File: src/rtl/fizzbuzz_gen.sv
// FizzBuzz sequence generator with a valid/ready output stream.
// Residue counters replace any divide or modulo logic.
module fizzbuzz_gen #(
  parameter int WIDTH = 8,
  parameter int LIMIT = 100
) (
  input  logic             clk,
  input  logic             rst,
  input  logic             start,
  output logic             out_valid,
  input  logic             out_ready,
  output logic [WIDTH-1:0] out_value,
  output logic             out_fizz,
  output logic             out_buzz,
  output logic             busy,
  output logic             done
);

  localparam logic [1:0] S_IDLE = 2'd0;
  localparam logic [1:0] S_RUN  = 2'd1;
  localparam logic [1:0] S_DONE = 2'd2;

  localparam logic [WIDTH-1:0] LAST = WIDTH'(LIMIT);

  logic [1:0]       state_q, state_d;
  logic [WIDTH-1:0] value_q, value_d;
  logic [1:0]       mod3_q, mod3_d;
  logic [2:0]       mod5_q, mod5_d;
  logic             fizz_q, fizz_d;
  logic             buzz_q, buzz_d;
  logic             valid_q, valid_d;
  logic             busy_q, busy_d;
  logic             done_q, done_d;

  logic             xfer;
  logic [1:0]       mod3_nx;
  logic [2:0]       mod5_nx;

  assign xfer    = valid_q & out_ready;
  assign mod3_nx = (mod3_q == 2'd2) ? 2'd0 : mod3_q + 2'd1;
  assign mod5_nx = (mod5_q == 3'd4) ? 3'd0 : mod5_q + 3'd1;

  always_comb begin
    state_d = state_q;
    value_d = value_q;
    mod3_d  = mod3_q;
    mod5_d  = mod5_q;
    fizz_d  = fizz_q;
    buzz_d  = buzz_q;
    valid_d = valid_q;
    busy_d  = busy_q;
    done_d  = 1'b0;
    unique case (state_q)
      S_IDLE: begin
        if (start) begin
          state_d = S_RUN;
          value_d = WIDTH'(1);
          mod3_d  = 2'd1;
          mod5_d  = 3'd1;
          fizz_d  = 1'b0;
          buzz_d  = 1'b0;
          valid_d = 1'b1;
          busy_d  = 1'b1;
        end
      end
      S_RUN: begin
        if (xfer) begin
          if (value_q == LAST) begin
            state_d = S_DONE;
            valid_d = 1'b0;
            busy_d  = 1'b0;
            done_d  = 1'b1;
          end else begin
            // flags follow the residues being loaded, keeping them registered
            value_d = value_q + WIDTH'(1);
            mod3_d  = mod3_nx;
            mod5_d  = mod5_nx;
            fizz_d  = (mod3_nx == 2'd0);
            buzz_d  = (mod5_nx == 3'd0);
          end
        end
      end
      S_DONE: begin
        state_d = S_IDLE;
      end
      default: begin
        state_d = S_IDLE;
        valid_d = 1'b0;
        busy_d  = 1'b0;
      end
    endcase
  end

  always_ff @(posedge clk) begin
    if (rst) begin
      state_q <= S_IDLE;
      value_q <= '0;
      mod3_q  <= '0;
      mod5_q  <= '0;
      fizz_q  <= 1'b0;
      buzz_q  <= 1'b0;
      valid_q <= 1'b0;
      busy_q  <= 1'b0;
      done_q  <= 1'b0;
    end else begin
      state_q <= state_d;
      value_q <= value_d;
      mod3_q  <= mod3_d;
      mod5_q  <= mod5_d;
      fizz_q  <= fizz_d;
      buzz_q  <= buzz_d;
      valid_q <= valid_d;
      busy_q  <= busy_d;
      done_q  <= done_d;
    end
  end

  assign out_valid = valid_q;
  assign out_value = value_q;
  assign out_fizz  = fizz_q;
  assign out_buzz  = buzz_q;
  assign busy      = busy_q;
  assign done      = done_q;

endmodule

File: config.mk
export PLATFORM = sky130hd
export DESIGN_NAME = fizzbuzz_gen
export DESIGN_NICKNAME = d
export VERILOG_FILES = /design/src/rtl/fizzbuzz_gen.sv
export SDC_FILE = /design/constraint.sdc
export NUM_CORES = 1
export LEC_CHECK = 0
export ABC_AREA = 1
export BUFFER_PORTS_ARGS = -buffer_cell sky130_fd_sc_hd__buf_2
export CORE_MARGIN = 2
export CORE_UTILIZATION = 40
export CTS_BUF_LIST = sky130_fd_sc_hd__clkbuf_4 sky130_fd_sc_hd__clkbuf_8
export DETAILED_ROUTE_END_ITERATION = 10
export PLACE_DENSITY_LB_ADDON = 0.1
export SYNTH_ARGS = -nofsm -noshare
export SYNTH_HDL_FRONTEND = slang
export SYNTH_SLANG_ARGS = --single-unit
export TNS_END_PERCENT = 1
File: constraint.sdc
create_clock -name clk -period 1.6 [get_ports clk]
set_clock_uncertainty 0.1 [all_clocks]
set_input_delay 0.32 -clock clk [delete_from_list [all_inputs] [get_ports clk]]
set_output_delay 0.32 -clock clk [all_outputs]
set_load 0.03 [all_outputs]
Word-level counts from Yosys, hierarchy flattened
Cells that the tools add are included.
{"block": "totals", "out_inout_bits": 13, "word_cells": 61, "register_bits": 19, "in_bits": 4}
{"block": "op_classes", "n_bitwise": 4, "n_reduce_logical": 8, "n_eq_ne": 9, "mux": 29, "add_sub_neg": 3}
{"cell": "$mux W8", "count": 3}
{"cell": "$pmux W8 S2", "count": 1}
{"cell": "$mux W2", "count": 6}
{"cell": "$mux W3", "count": 4}
{"cell": "$mux W1", "count": 9}
{"cell": "$add A8 B1 Y8 const B", "count": 1}
{"cell": "$eq A8 B7 Y1 const B", "count": 1}
{"cell": "$ne A2 B2 Y1 const B", "count": 4}
{"cell": "$pmux W2 S2", "count": 2}
{"cell": "$reduce_and A4 Y1", "count": 2}
{"cell": "$pmux W3 S2", "count": 1}
{"cell": "$eq A2 B2 Y1 const B", "count": 2}
{"cell": "$logic_not A2 Y1", "count": 2}
{"cell": "$pmux W1 S2", "count": 2}
{"cell": "$add A3 B1 Y3 const B", "count": 1}
{"cell": "$eq A3 B3 Y1 const B", "count": 1}
{"cell": "$logic_not A3 Y1", "count": 1}
{"cell": "$not A1 Y1", "count": 3}
{"cell": "$pmux W1 S3", "count": 1}
{"cell": "$reduce_and A3 Y1", "count": 1}
{"cell": "$reduce_or A3 Y1", "count": 1}
{"cell": "$add A2 B1 Y2 const B", "count": 1}
{"cell": "$eq A2 B1 Y1 const B", "count": 1}
{"cell": "$reduce_bool A2 Y1", "count": 1}
{"cell": "$and A1 B1 Y1", "count": 1}

Depth between registers and ports, before layout
Gate-level depths: netlist of run 1.
{"block": "logic_depth", "ltp_word": 6, "mapped_depth": 10, "depth_no_buf": 10}

Worst setup path before layout of run 1
OpenSTA, ideal clock, no wires.
{"block": "synth_path", "kind": "reg-to-reg", "startpoint": "register value_q[0] (netlist: out_value[0])", "endpoint": "register value_q[6] (netlist: out_value[6])", "path_buffers": 0, "path_slack_ns": -0.065, "period_less_slack_ns": 1.665, "required_ns": 1.387, "arrival_ns": 1.452, "path_stages_with_launch": 11, "setup_ns": 0.113, "cell_sequence": "dfxtp_1 inv_1 ha_1 inv_1 nor2_1 nand2_1 nor2_2 nor2_2 nand2_1 nand2_1 nor2_1"}
{"block": "synth_via", "elab_chain_cells": 4, "elab_cells_between_ends": 7, "classes_between": "add/sub: 1; eq/ne: 2; mux: 3; reduce/logical: 1"}
{"element": "start: declaration", "line": "26", "text": "logic [WIDTH-1:0] value_q, value_d;"}
{"element": "start signal: assignment", "line": "107", "text": "value_q <= value_d;"}
{"element": "$add A8 B1 Y8", "line": "75", "text": "value_d = value_q + WIDTH'(1);"}
{"element": "$mux W8", "line": "68", "text": "if (value_q == LAST) begin"}
{"element": "$mux W8", "line": "67", "text": "if (xfer) begin"}
{"element": "$pmux W8 S2", "line": "53", "text": "unique case (state_q)"}
Several ways; a longest one is shown, not always the timed one. The select of a mux whose other input is x is not followed.
A chain may end at the register's enable or synchronous reset.

Worst setup path in the final report of run 1
{"block": "layout_path", "startpoint": "register value_q[1] (netlist: out_value[1])", "endpoint": "register buzz_q (netlist: out_buzz)"}
{"block": "layout_via", "elab_chain_cells": 3}
{"element": "$eq A8 B7 Y1", "line": "68"}
{"element": "$ne A2 B2 Y1 (no line)"}
{"element": "$reduce_and A4 Y1 (no line)"}
{"element": "end signal: assignment", "line": "111", "text": "buzz_q <= buzz_d;"}
{"element": "end: declaration", "line": "30", "text": "logic buzz_q, buzz_d;"}
No other way between the ends.

==> results.toml, run 1 <==
[drt]
drtPass1Iterations = 4
ant_nets = 0
drcViolationCount = 0
routed_wl_mm = 2.56
drt_iter0_drc = 49
vias_per_cell = 5.03
vias = 1056
wl_per_cell_um = 12.2

[timing]
hold_viol_final = 0
finalCriticalPeriod_ns = 1.50
tns_ns = 0
final_max_slew_viol_count = 0
rsz0062_at_grt = "false"
max_freq_mhz = 666
slew_headroom_pct = 79.5
fin_crit_sh_pct = 93.8
setup_viol = 0
worstMarginPinSlew_ns = 0.307

[setup_path]
crit_fanout = 8
critPathArrivalTime_ns = 1.61
cp-end-kind = "register"
ff2ff_setup_slack_ns = 0.1
reg2reg_depth = 8
startpoint_type = "register"
crit-reg2reg-launch = "out_value[1]"
timing.rr.end = "out_buzz"
critPathKind = "reg2reg"
required_ns = 1.71

[layout]
multiInputGateArea_sq_um = 682
syn_to_final_growth_pct = 17.3
fillerInstances = 284
fin_util_pct = 48.6
diodes = 0
seqCellArea_sq_um = 384
final_cells = 210
final_nets = 188
drive_gt1_share_pct = 33.5

[place]
dp_hpwl_mm = 1.81
numPortBuffers = 16
dp_cells = 204
finalWeightedCongestion = 0.809

[synthesis]
synth.area.top_cells = "dfxtp_1, nand2_1, nor2_1"
synth_seq_cells = 19
post-synth-top-count-cell = "nand2_1"
synth_edf_count = 0
synth-async-reset-ratio_pct = 0
ys_types = 24
synth_fp_nets = 164
ys_warn_count = 0
synth_ff_type = "dfxtp_1"
syn_area_sq_um = 1130
ys_seq_area_share_pct = 33.6
avgSynthCellArea_sq_um = 7.27
syn-instance-count = 156
synthTopCellsByCount = "nand2_1, nor2_1, dfxtp_1"
yosysTopAreaCellShare_pct = 33.6
synth_top_area_cell = "dfxtp_1"

[outcome]
status = "completed"

[power]
switchingPower_uw = 412
power.density_nw_per_um2 = 858
p_leak_nw = 0.599
p_seq_share_pct = 46.7
p_clk_share_pct = 24.5
power_frac_comb_pct = 28.8
intPower_uw = 729
ir_worst_vdd_mv = 0.682
finalPower_mw = 1.14
switching_share_pct = 36.1

[job]
cap_violations = 0

[cts]
cts_tree = "yes"
hold_buffers = 0
numCtsBuffers = 3
clock_sinks = 19
htreeDepth = 1
cts_buffer_depth = 2
clock_latency_ns = 0.32
clk_pin_slew_ns = 0.12
cts-root-buf = "clkbuf_4"

[worst_hold_path]
whs_endpoint = "busy"
hp-start = "start"
whs_path_depth = 3
hp-class = "in2reg"

[floorplan]
io_pins = 17
num_rows = 19
dieWidth_um = 57.2
dieArea_sq_um = 3280
core_area_sq_um = 2730
die_height_um = 57.2
initial_core_util_pct = 41.5

[global_routing]
grt_pass1_vias = 1039
antenna_found_initial = 0
grt-ovfl-total = 0
grt_max_degree = 17
grt_pass1_wl_mm = 4.42
track_usage_pct = 17.2
layout by cell type (no fill, tap or decap), drive strengths merged:
master,instances
dfxtp,19
a21oi,13
or2,1
nand4,3
nor3,5
ha,4
nand3,10
clkbuf,4
buf,21
inv,20
nor2,26
nor3b,1
o21ai,7
nand2,45
stage by stage:
stage | area, sq um | hold WS [ns] | setup slack (ns)
4_1_cts | 1290 | 0.193 | 0.0604
6_report | 1330 | 0.203 | 0.0996
3_5_place_dp | 1250 | 0.364 | 0.0225
5_1_grt | 1330 | 0.219 | 0.00172
3_3_place_gp | 1250 | 0.362 | 0.0625
2_1_floorplan | 1140 | 0.356 | 0.00783
worst max-delay path by stage:
stage                  from           end  cells after the start
2_1_floorplan  out_value[0]  out_value[0]                     10
3_3_place_gp   out_value[1]  out_value[6]                     10
3_5_place_dp   out_value[0]     mod3_q[1]                      9
4_1_cts        out_value[0]      out_buzz                      8
5_1_grt        out_value[0]  out_value[4]                      8
6_report       out_value[1]      out_buzz                      8
registers in the layout, summed over array words and instances, names as in the netlist:
register / cells
out_value: 8
mod5_q: 3
mod3_q: 2
state_q: 2
busy: 1
done: 1
out_buzz: 1
out_fizz: 1
logic make-up after synthesis:
kind of cell,count (synthesis),share of synthesized area [%]
adders and majority gates,4,4.42
AOI/OAI and AO/OA,20,11.1
and+or+nand+nor,90,41.3
DFF,19,33.6
buffers and inverters,23,9.60
layer usage:
layer | vias up | global-route usage (%) | part of all wire [%] | wire [um]
li1 | 545 | - | - | -
met1 | 487 | 22.6 | 46 | 1180
met2 | 20 | 26.6 | 48 | 1230
met3 | 4 | 5.22 | 4.7 | 121
met4 | 0 | 6.31 | 1.1 | 27
met5 | - | 0 | 0 | 0
power groups by stage:
stage	Clock [mW]	Combinational [mW]	Sequential (mW)
after global placement	0	0.297	0.540
after floorplan	0	0.208	0.575
final	0.279	0.329	0.532
after detailed placement	0	0.300	0.543
after CTS	0.290	0.305	0.532
after global routing	0.304	0.365	0.537
critical path, stage by stage (launching register included):
cell and delay, ns:
dfxtp_2 0.39, inv_1 0.05, ha_1 0.17, inv_1 0.09, nor2_4 0.06, nand3_4 0.17, nand2_8 0.10, o21ai_0 0.19
nor2_1 0.06
layout make-up:
class / count / area share, %
multi-input combinational: 115 / 51.3
sequential: 19 / 28.9
timing repair buffer: 21 / 8.84
inverter: 20 / 5.83
tap: 31 / 2.92
clock buffer: 4 / 2.26
timing repair:
item / 4_1_cts / 5_1_grt
gates resized for setup: 2 / 6
pin swaps: 0 / 2
endpoints found under the setup margin: 1 / 12
gates cloned: 0 / 1
buffers inserted: 0 / 1
No activity file was read; power rests on OpenSTA's default activity.
==> run 2: changes to the inputs <==
--- a/config.mk
+++ b/config.mk
@@ -8,10 +8,10 @@
 export ABC_AREA = 1
 export BUFFER_PORTS_ARGS = -buffer_cell sky130_fd_sc_hd__buf_2
 export CORE_MARGIN = 2
-export CORE_UTILIZATION = 40
-export CTS_BUF_LIST = sky130_fd_sc_hd__clkbuf_4 sky130_fd_sc_hd__clkbuf_8
+export CORE_UTILIZATION = 30
+export CTS_BUF_LIST = sky130_fd_sc_hd__clkbuf_8 sky130_fd_sc_hd__clkbuf_16
 export DETAILED_ROUTE_END_ITERATION = 10
-export PLACE_DENSITY_LB_ADDON = 0.1
+export PLACE_DENSITY = 0.55
 export SYNTH_ARGS = -nofsm -noshare
 export SYNTH_HDL_FRONTEND = slang
 export SYNTH_SLANG_ARGS = --single-unit
==> results.toml, run 2 (synthesis gave the netlist of run 1 again) <==
[layout]
syn_to_final_growth_pct = 18.0
fillerInstances = 404
multiInputGateArea_sq_um = 654
drive_gt1_share_pct = 31.5
layout_common_cells = "nand2_1, nor2_1, inv_1, dfxtp_1, buf_2"
final_common_cell = "nand2_1"
final_nets = 187
diodes = 0
seqCellArea_sq_um = 383
fin_util_pct = 36.8
largest_reg_flops = 8

[timing]
max_freq_mhz = 682
tns_ns = 0
hold_viol_final = 0
final_max_slew_viol_count = 0
hold_ws_ns = 0.255
rsz0062_at_grt = "false"
worstMarginPinSlew_ns = 0.350
finalCriticalPeriod_ns = 1.47
setup_viol = 0
slew_headroom_pct = 76.6
fin_crit_sh_pct = 91.6

[power]
power.density_nw_per_um2 = 871
p_seq_share_pct = 45.8
switching_share_pct = 33.3
power_frac_comb_pct = 26.1
intPower_uw = 777
p_leak_nw = 0.601
p_clk_share_pct = 28.2
finalPower_mw = 1.17
switchingPower_uw = 389
ir_worst_vdd_mv = 0.541

[floorplan]
dieArea_sq_um = 4290
die_height_um = 65.5
dieWidth_um = 65.5
io_pins = 17
initial_core_util_pct = 31.2
core_area_sq_um = 3630
num_rows = 22

[global_routing]
grt_pass1_wl_mm = 4.07
grt_max_degree = 17
grt-ovfl-total = 0
track_usage_pct = 12.0
grt_pass1_vias = 894
antenna_found_initial = 0

[cts]
clock_latency_ns = 0.25
clk_pin_slew_ns = 0.07
cts_tree = "yes"
htreeDepth = 1
cts_setup_buffers = 0
clock_sinks = 19
cts-root-buf = "clkbuf_8"
numCtsBuffers = 3
cts_buffer_depth = 2

[setup_path]
required_ns = 1.65
cp-end-kind = "register"
crit_fanout = 16
critPathKind = "reg2reg"
startpoint_type = "register"
critPathArrivalTime_ns = 1.52

[job]
cap_violations = 0

[outcome]
status = "completed"

[drt]
vias = 1002
routed_wl_mm = 2.34
drt_iter0_drc = 63
ant_nets = 0
drcViolationCount = 0
vias_per_cell = 4.43
drtPass1Iterations = 4
wl_per_cell_um = 10.3

[place]
finalWeightedCongestion = 0.810
numPortBuffers = 16
dp_hpwl_mm = 1.76

[worst_hold_path]
hp-class = "in2reg"
==> run 2: cell count changes in the layout (fill, tap and decap cells not counted), sizes merged <==
cell	previous run	this run
inv	20	21
clkbuf	4	3
nand2	45	44
==> run 2: area by class of cell <==
class	count	share of cell area, %
clock buffers	3	3.09
clock inverters	1	0.281
inverters	20	5.80
multi-input cells	114	48.9
flip-flops and latches	19	28.6
well taps	48	4.49
repair buffers	21	8.79
==> run 2: routing by layer <==
layer / vias up / routed length, um / GRT usage [%]
li1: 537 / - / -
met1: 445 / 1220 / 17.1
met2: 18 / 1010 / 18.4
met3: 2 / 105 / 3.08
met4: 0 / 7 / 2.34
met5: - / 0 / 0
==> run 2: worst max-delay path, cell delays in order, from the launching register on <==
cell	delay, ns
dfxtp_1	0.41
inv_2	0.11
nor2_8	0.19
nand2_4	0.09
nand3_4	0.09
inv_4	0.07
nand2_8	0.14
nand2_1	0.07
nand2_1	0.06
nor2_1	0.04
==> run 2: path summary, 6_finish.rpt <==
path,start,end,slack [ns],cells past startpoint
worst min-delay path,start,busy,0.26,3
worst max-delay path,state_q[0],out_value[7],0.13,9
worst min register to register,out_fizz,out_fizz,0.36,2
worst max register to register,state_q[0],out_value[7],0.13,9
==> run 2: stage by stage <==
step	std cells	area (sq um)	setup slack [ns]
floorplan	156	1140	0.00783
global placement	222	1280	0.0747
detailed placement	222	1280	0.0736
CTS	226	1330	0.0547
global route	226	1340	0.0140
finish	226	1340	0.134
==> run 2: power groups by stage <==
stage / clock network, mW / logic [mW] / registers [mW]
after CTS: 0.350 / 0.299 / 0.533
final: 0.328 / 0.304 / 0.533
after global placement: 0 / 0.297 / 0.544
after detailed placement: 0 / 0.297 / 0.544
after floorplan: 0 / 0.208 / 0.575
after global routing: 0.363 / 0.340 / 0.537
==> run 2: repair_timing <==
| action | CTS | global route |
|---|---|---|
| hold buffers | 0 | 0 |
| endpoints found under the setup margin | 0 | 17 |
| gates resized for setup | 0 | 3 |
